`src/rtl/cmos_wr_packer.sv`:
```
// ---------------------------------------------------------------------------
// cmos_wr_packer
//   Camera-side write packer. Sits behind the OV7725 driver in the pixel-clock
//   domain: discards SKIP_FRAMES start-up frames, packs four RGB565 pixels
//   into one 64-bit word per write and pushes the words into the frame-buffer
//   write FIFO. It flags frame boundaries and raises sticky error flags for
//   words lost to a full FIFO and for frames of the wrong size.
//
//   Optional build macro: CMOS_WR_STAT_EN. When defined, this adds the
//   stat_lines/stat_pixels outputs, which hold the geometry of the last
//   captured frame.
//
// Ports
//   clk               camera pixel clock
//   rst_n             asynchronous active-low reset
//   cmos_frame_vsync  frame sync (rising edge = frame boundary)
//   cmos_frame_href   line valid (falling edge = line end)
//   cmos_frame_valid  pixel strobe for cmos_frame_data
//   cmos_frame_data   RGB565 pixel
//   fifo_full         downstream FIFO cannot take a write this cycle
//   wr_en / wr_data   registered write strobe and packed word (pixel 0 in [15:0])
//   frame_start       pulse on the vs_rise that opens a captured frame
//   frame_done        pulse on the vs_rise that closes a captured/dropped frame
//   ovf_err           sticky: a word was lost to fifo_full
//   size_err          sticky: a captured frame had a wrong line/pixel count
//   stat_lines        (CMOS_WR_STAT_EN) line count of the last closed frame
//   stat_pixels       (CMOS_WR_STAT_EN) pixel count of that frame's last line
// ---------------------------------------------------------------------------

// One 16-bit holding lane of the packing register.
module cmos_wr_lane (
  input  logic        clk,
  input  logic        rst_n,
  input  logic        ld,
  input  logic [15:0] d,
  output logic [15:0] q
);
  always_ff @(posedge clk or negedge rst_n)
    if (!rst_n)  q <= '0;
    else if (ld) q <= d;
endmodule

module cmos_wr_packer #(
  parameter int H_PIXEL     = 640,
  parameter int V_PIXEL     = 480,
  parameter int SKIP_FRAMES = 10
) (
  input  logic        clk,
  input  logic        rst_n,
  input  logic        cmos_frame_vsync,
  input  logic        cmos_frame_href,
  input  logic        cmos_frame_valid,
  input  logic [15:0] cmos_frame_data,
  input  logic        fifo_full,
  output logic        wr_en,
  output logic [63:0] wr_data,
  output logic        frame_start,
  output logic        frame_done,
  output logic        ovf_err,
  output logic        size_err
`ifdef CMOS_WR_STAT_EN
  ,
  output logic [11:0] stat_lines,
  output logic [11:0] stat_pixels
`endif
);

  localparam int LANES = 4;
  localparam int PW    = $clog2(H_PIXEL + 1);
  localparam int LW    = $clog2(V_PIXEL + 1);

  localparam logic [PW-1:0] PIX_MAX  = '1;
  localparam logic [LW-1:0] LINE_MAX = '1;
  localparam logic [PW-1:0] PIX_EXP  = PW'(H_PIXEL);
  localparam logic [LW-1:0] LINE_EXP = LW'(V_PIXEL);

  localparam logic [1:0] S_SKIP   = 2'd0;
  localparam logic [1:0] S_ARM    = 2'd1;
  localparam logic [1:0] S_ACTIVE = 2'd2;
  localparam logic [1:0] S_DROP   = 2'd3;

  logic [1:0]    state;
  logic [7:0]    skip_cnt;
  logic [PW-1:0] pix_cnt, pix_nxt, last_pix;
  logic [LW-1:0] line_cnt, line_nxt;
  logic          vsync_d, href_d;
  logic          vs_rise, href_fall;
  logic          pix_take, word_done, line_end, line_bad, frame_bad;
  logic [1:0]    lane;
  logic [LANES-2:0][15:0] pack;
  logic [63:0]   word;

  assign vs_rise   = cmos_frame_vsync & ~vsync_d;
  assign href_fall = ~cmos_frame_href & href_d;

  // A pixel arriving with a frame boundary belongs to no frame: drop it.
  assign pix_take  = (state == S_ACTIVE) && cmos_frame_valid && !vs_rise;
  assign lane      = pix_cnt[1:0];
  assign word_done = pix_take && (lane == 2'd3);

  // Saturating counters so an oversized line/frame can never wrap back
  // onto the expected value and hide the size error.
  assign pix_nxt   = (pix_take && pix_cnt != PIX_MAX) ? pix_cnt + 1'b1 : pix_cnt;
  assign line_end  = (state == S_ACTIVE) && href_fall;
  assign line_nxt  = (line_end && line_cnt != LINE_MAX) ? line_cnt + 1'b1 : line_cnt;
  assign line_bad  = line_end && (pix_nxt != PIX_EXP);
  // Uses line_nxt so a line ending on the same cycle as vs_rise is counted.
  assign frame_bad = (line_nxt != LINE_EXP);

  assign frame_start = vs_rise && (state == S_ARM || state == S_ACTIVE);
  assign frame_done  = vs_rise && (state == S_ACTIVE || state == S_DROP);

  // Lanes 0..2 are held; lane 3 is taken straight from the input bus.
  for (genvar i = 0; i < LANES - 1; i++) begin : g_lane
    cmos_wr_lane u_lane (
      .clk   (clk),
      .rst_n (rst_n),
      .ld    (pix_take && lane == 2'(i)),
      .d     (cmos_frame_data),
      .q     (pack[i])
    );
  end

  assign word = {cmos_frame_data, pack};

  always_ff @(posedge clk or negedge rst_n) begin
    if (!rst_n) begin
      state    <= S_SKIP;
      skip_cnt <= '0;
      pix_cnt  <= '0;
      line_cnt <= '0;
      last_pix <= '0;
      vsync_d  <= 1'b0;
      href_d   <= 1'b0;
      wr_en    <= 1'b0;
      wr_data  <= '0;
      ovf_err  <= 1'b0;
      size_err <= 1'b0;
    end else begin
      vsync_d <= cmos_frame_vsync;
      href_d  <= cmos_frame_href;
      wr_en   <= 1'b0;
      case (state)
        S_SKIP: begin
          if (vs_rise) begin
            skip_cnt <= skip_cnt + 1'b1;
            // >= also covers SKIP_FRAMES = 0 (arm on the first boundary).
            if ({1'b0, skip_cnt} + 9'd1 >= 9'(SKIP_FRAMES))
              state <= S_ARM;
          end
        end
        S_ARM: begin
          if (vs_rise) begin
            state    <= S_ACTIVE;
            pix_cnt  <= '0;
            line_cnt <= '0;
            last_pix <= '0;
          end
        end
        S_ACTIVE: begin
          if (vs_rise) begin
            // Close this frame and open the next one back-to-back.
            if (line_bad || frame_bad) size_err <= 1'b1;
            pix_cnt  <= '0;
            line_cnt <= '0;
            last_pix <= '0;
          end else begin
            pix_cnt  <= pix_nxt;
            line_cnt <= line_nxt;
            if (word_done) begin
              if (fifo_full) begin
                // Losing one word would tear the frame; drop the rest of it.
                ovf_err <= 1'b1;
                state   <= S_DROP;
              end else begin
                wr_en   <= 1'b1;
                wr_data <= word;
              end
            end
            if (line_end) begin
              // Any partial word left in the lanes is simply abandoned.
              if (line_bad) size_err <= 1'b1;
              last_pix <= pix_nxt;
              pix_cnt  <= '0;
            end
          end
        end
        S_DROP: begin
          if (vs_rise) state <= S_ARM;
        end
        default: state <= S_SKIP;
      endcase
    end
  end

`ifdef CMOS_WR_STAT_EN
  always_ff @(posedge clk or negedge rst_n) begin
    if (!rst_n) begin
      stat_lines  <= '0;
      stat_pixels <= '0;
    end else if (vs_rise && state == S_ACTIVE) begin
      stat_lines  <= 12'(line_nxt);
      // If the last line ends on this very cycle its count is still live.
      stat_pixels <= line_end ? 12'(pix_cnt) : 12'(last_pix);
    end
  end
`endif

endmodule

```
`config.mk`:
```
export PLATFORM = sky130hd
export DESIGN_NAME = cmos_wr_packer
export DESIGN_NICKNAME = d
export VERILOG_FILES = /design/src/rtl/cmos_wr_packer.sv
export SDC_FILE = /design/constraint.sdc
export NUM_CORES = 1
export LEC_CHECK = 0
export CAP_MARGIN = 15
export CORE_MARGIN = 2
export CORE_UTILIZATION = 54
export CTS_CLUSTER_SIZE = 8
export DETAILED_ROUTE_END_ITERATION = 8
export GPL_TIMING_DRIVEN = 0
export MAX_ROUTING_LAYER = met4
export PLACE_DENSITY = 0.76
export SYNTH_ARGS = -nofsm -noshare
export SYNTH_HDL_FRONTEND = slang
export SYNTH_SLANG_ARGS = --single-unit
```
`constraint.sdc`:
```
create_clock -name clk -period 3.24 [get_ports clk]
set_input_delay 0.486 -clock clk [delete_from_list [all_inputs] [get_ports clk]]
set_output_delay 0.486 -clock clk [all_outputs]
set_load 0.01 [all_outputs]
```
-- Word-level counts from Yosys, hierarchy flattened
Cells that the tools add are included.
- magnitude comparators: 1
- equality and inequality tests: 18
- multiplexer cells: 25
- bitwise operators: 6
- $add $sub $neg: 4
- reduce and logical (&&, ||, !) cells: 27
- operators with widths (operator ; count):
    2-to-1 mux 10 bit ; 4
    2-to-1 mux 9 bit ; 3
    inequality test 10 bit (second input constant) ; 2
    case mux 10 bit (2 select lines) ; 1
    inequality test 9 bit (second input constant) ; 2
    case mux 9 bit (2 select lines) ; 1
    2-to-1 mux 2 bit ; 7
    inequality test 2 bit (second input constant) ; 7
    logical AND 1 bit ; 12
    AND reduction 4 bit ; 3
    adder 10 x 1 -> 10 bit (second input constant) ; 1
    adder 8 x 1 -> 9 bit (second input constant) ; 1
    adder 9 x 1 -> 9 bit (second input constant) ; 1
    greater-or-equal comparator 9 x 4 -> 1 bit (second input constant) ; 1
    adder 8 x 1 -> 8 bit (second input constant) ; 1
    == test 2 bit (second input constant) ; 4
    2-to-1 mux 1 bit ; 8
    case mux 2 bit (4 select lines) ; 1
    AND reduction 7 bit ; 1
    nonzero test 2 bit ; 3
    == test 2 x 1 -> 1 bit (second input constant) ; 2
    logical NOT 2 bit ; 2
    NOT 1 bit ; 4
    AND reduction 2 bit ; 2
    other kinds (4) ; 7
- word-level logic and storage cells: 94
- bits in registers: 146

-- Depth between registers and ports, before layout
- depth in word-level cells: 11
- mapped depth: 12

-- Modules after synthesis
From an unflattened synthesis, not the netlist that was laid out.
- cell total of the unflattened synthesis: 477
- area total of the unflattened synthesis: 6443.7 um^2
- by module, submodules not included (module ; sequential area each (um^2) ; area an instance (um^2) ; instances ; cells an instance):
    cmos_wr_packer ; 2452.4 ; 4495.6 ; 1 ; 375
    cmos_wr_lane ; 400.4 ; 649.4 ; 3 ; 34

-- Worst setup path before layout
Ideal clock, no wire load.
- path kind: flip-flop to flip-flop
- from: reg line_cnt[2]
- to: reg size_err
- data required time: 3.100 ns
- setup slack: 0.777 ns
- clock period less this slack: 2.463 ns
- arrival time: 2.323 ns
- stages on the path, launching flop included: 13
- path through: dfrtp_1 > clkbuf_1 > and3_1 > nand3_1 > nor2_1 > ha_1 > and4bb_1 > and2_1 > buf_4 > nand3_1 > mux2_2 > nor3_1 > o211ai_1
- word-level cells in the longest chain between the ends: 7
- ends and longest elaborated chain (item ; line ; RTL):
    from (decl) ; 85 ; logic [LW-1:0] line_cnt, line_nxt;
    from (signal assigned) ; 169 ; line_cnt <= line_nxt;
    parallel branches: the longest is 2 deep, another holds adder 9 x 1 -> 9 bit ; - ;
    2-to-1 mux 9 bit (*) ; 105 ; assign line_nxt = (line_end && line_cnt != LINE_MAX) ? line_cnt + 1'b1 : line_cnt;
    inequality test 9 bit (*) ; 108 ; assign frame_bad = (line_nxt != LINE_EXP);
    logical OR 1 bit (*) ; 163 ; if (line_bad || frame_bad) size_err <= 1'b1;
    inequality test 2 x 1 -> 1 bit (no line) (*) ; - ;
    AND reduction 4 bit (no line) (*) ; - ;
    to (signal assigned) ; 138 ; size_err <= 1'b0;
    to (signal assigned) ; 163 ;
    to (signal assigned) ; 182 ; if (line_bad) size_err <= 1'b1;
    to (decl) ; 60 ; output logic size_err
Mark *: on every way between the ends.
A chain may end at the register's enable or synchronous reset.

-- Worst setup path in the final report
Ends and elaborated chain as after synthesis.

==> flow_summary_export.csv <==
group,metric,value,unit
outcome,status,"finished clean",
floorplan,die_w,112,um
placement,pre_cts_ws,0.457,ns
synth,synth_top_flop_cell,"dfrtp_1",
sta,fmax,359,MHz
power_and_ir_drop,p_per_area,599,nW/um^2
grt,grt_pass1_wl,21900,um
synth,yosys-top-cells-area,"dfrtp_1 58%, mux2_2 20%, ha_1 2.4%, o21ai_0 1.6%, nand2_1 1.2%",
clock_tree,cts_tree,"yes",
setup_path,worstSetupEndpoint,"size_err",
sta,finalSetupTns,0,ns
grt,grt_max_degree,96,
cells_and_area,syn2layout_area_growth,27.2,%
setup_path,crit_top_cell,"nand3_1",
cells_and_area,nets,618,
setup_path,cp_slowest_cell,"mux2_2",
setup_path,critPathLaunchType,"flip-flop",
routing,wirelength,13000,um
floorplan,die_y,112,um
flow_run,drv_cap,0,
sta,maxSlewHeadroom,52.3,%
setup_path,worstRegToRegCells,12,
setup_path,cp-startpoint,"line_cnt[2]",
synth,ys_seq_elements,146,
sta,hold_violations,0,
grt,grt.met1_usage,28.3,%
setup_path,r2r_end,"size_err",
setup_path,path_buf_inv,2,
routing,drt_iter0_drc,273,
grt,grt_pass1_vias,4348,
routing,remaining_drc_errors,0,
grt,grtUsageTotal,22.7,%
clock_tree,cts_inserted_buffers,17,
floorplan,rows,39,
power_and_ir_drop,max-vdd-ir-drop,0.000551,V
setup_path,r2r_slack,0.45,ns
grt,antenna_found_initial,0,
clock_tree,cts.clk_slew.worst_paths,0.06,ns
placement,numPortBuffers,90,
setup_path,critPathKind,"flip-flop to flip-flop",
synth,synth_edf_count,0,
floorplan,ios,91,
grt,grt.busiest_layer,"met2",
clock_tree,clk_latency,0.41,ns
routing,dr_total_vias,4206,
power_and_ir_drop,leakagePower,3.74,nW
clock_tree,cts_setup_buffers,0,
synth,ys_warn_count,0,
setup_path,cp_cell_sequence,"clkbuf_1 -> and3_1 -> nand3_1 -> nor2_1 -> ha_1 -> and4bb_1 -> and2_1 -> buf_4 -> nand3_1 -> mux2_2 -> nor3_1 -> o211ai_1",
synth,synthArstFlopShare,100,%
grt,grt_overflow,0,
clock_tree,hold_buffers,0,
cells_and_area,diodes,0,
synth,synth_area_per_cell,13.3,sq um
synth,netlist_instances,474,
routing,detail_route.first_pass.iterations,4,
setup_path,path_delay_family,"simple AND/OR/NAND/NOR gates",
clock_tree,root_buffer,"clkbuf_16",
placement,gp_congestion,0.854,
floorplan,initial_utilization,55.4,%
sta,worst_slew_pin_slew,0.716,ns
sta,post-route-period-util,86.0,%
clock_tree,cts.path.max_buffers,2,
floorplan,core_area,11400,sq um
synth,synth_top_area_share,57.8,%
synth,yosysTopAreaCell,"dfrtp_1",
setup_path,cp_max_fo,9,
synth,synth.distinct_cells,56,
sta,layout_setup_ws,0.454,ns
sta,skew,0.00518,ns
setup_path,critical_path_arrival,3.06,ns
clock_tree,cts_resized,0,
cells_and_area,drive_above_1_share,28.0,%
placement,place_hpwl,9140,um
sta,finalCriticalPeriod,2.79,ns
placement,numPlacedInstances,708,
setup_path,r2r-start,"line_cnt[2]",
floorplan,dieArea,12600,sq um
grt,grtUsageMet3,6.16,%
routing,vias_per_cell,5.68,
setup_path,required,3.52,ns
synth,ys_seq_area_share,57.8,%
clock_tree,cts_max_level,4,
worst_hold_path,hp-class,"primary input to asynchronous set/reset pin",
cells_and_area,layout.cells.non_filler,740,
power_and_ir_drop,power,4.82,mW
clock_tree,cts_sinks,146,
setup_path,critical_path_cell_count,12,
grt,use_met2,36.9,%
routing,wl_per_cell,17.6,um
synth,syn_area,6320,sq um
routing,drtAntennaViolNets,0,
synth,mappedNetlistNets,508,
setup_path,cp_slowest_stage_delay,0.34,ns
sta,setup_viol,0,
setup_path,crit_path_end_kind,"flip-flop",
sta,rsz0062_at_grt,"no",
sta,final_max_slew_viol_count,0,
==> worst register-to-register path: stages, from the launching register on <==
cell and delay [ns]:
dfrtp_1 0.33, clkbuf_1 0.28, and3_1 0.28, nand3_1 0.15
nor2_1 0.17, ha_1 0.17, and4bb_1 0.24, and2_1 0.16
buf_4 0.15, nand3_1 0.10, mux2_2 0.34, nor3_1 0.19
o211ai_1 0.10
==> power by group <==
group,switching (mW),internal [mW],leakage [nW]
sequential,0.124,2.03,1.99
combinational,0.348,0.321,1.46
clock,0.763,1.24,0.290
==> worst min path at each step <==
stage               slack [ns]  depth (start not counted)                    end         from
finish                    0.01                          1            wr_data[52]        rst_n
detailed placement        0.47                          1            wr_data[52]        rst_n
floorplan                 0.19                          0  g_lane[0].u_lane.q[0]        rst_n
global route              0.03                          1            wr_data[52]        rst_n
CTS                       0.02                          1            wr_data[52]        rst_n
global placement          0.47                          1            wr_data[59]  wr_data[59]
==> layout by cell type (no fill, tap or decap), types with 5 or more instances in the layout <==
| cell | count |
|---|---|
| dfrtp_1 | 146 |
| mux2_2 | 112 |
| clkdlybuf4s50_1 | 89 |
| nand2_1 | 21 |
| o21ai_0 | 20 |
| nor2_1 | 19 |
| clkbuf_16 | 17 |
| nand3_1 | 13 |
| ha_1 | 12 |
| inv_1 | 7 |
| buf_4 | 7 |
| buf_2 | 7 |
| xnor2_1 | 7 |
| a21oi_1 | 7 |
| o31ai_1 | 6 |
| a31oi_1 | 6 |
| xor2_1 | 5 |
| nor3_1 | 5 |
| inv_6 | 5 |
==> cell families (layout without fill, tap and decap cells) <==
| group | after synthesis | count (layout) | share of synthesized area (%) |
|---|---|---|---|
| compound gates | 63 | 63 | 6.65 |
| fa+ha+maj | 13 | 13 | 2.53 |
| flops | 146 | 146 | 57.8 |
| mux | 118 | 118 | 20.9 |
| buf+inv | 26 | 149 | 2.22 |
| simple gates | 96 | 96 | 8.23 |
| xor+xnor | 12 | 12 | 1.66 |
==> area by class of cell <==
cell class | count | area, sq um
plain buffers | 19 | 114
clock buffers | 18 | 439
clock inverters | 14 | 174
fillers | 807 | 3370
inverters | 7 | 26.3
multi-input cells | 302 | 2530
flip-flops and latches | 146 | 3650
well taps | 143 | 179
repair buffers | 91 | 930
==> sequential cells by signal (all words and copies together), names as in the netlist <==
register and cells:
g_lane.u_lane.q 48, href_d 1, line_cnt 9, ovf_err 1, pix_cnt 10, size_err 1
skip_cnt 8, state 2, vsync_d 1, wr_data 64, wr_en 1
==> per-stage QoR <==
stage | area, sq um | hold slack [ns] | util [%]
2_1_floorplan | 6320 | 0.190 | -
3_3_place_gp | 7400 | 0.467 | 64.8
3_5_place_dp | 7430 | 0.468 | 65.1
4_1_cts | 8050 | 0.0243 | 70.5
5_1_grt | 8050 | 0.0341 | 70.5
6_report | 8050 | 0.0146 | 70.5
==> cells in the mapped netlist, types with 5 or more instances <==
cell type,n
xor2_1,5
nor2_1,19
buf_2,7
nand3_1,13
a31oi_1,6
ha_1,12
xnor2_1,7
o21ai_0,20
inv_1,7
mux2_2,112
buf_4,7
o31ai_1,6
dfrtp_1,146
nor3_1,5
nand2_1,21
a21oi_1,7
==> routing by layer <==
metal  wire [um]  share of wire [%]
met1        5690                 44
met4         116               0.89
met3         580                4.5
met2        6610                 51
met5           0                  0
(Power assumes the default switching activity.)
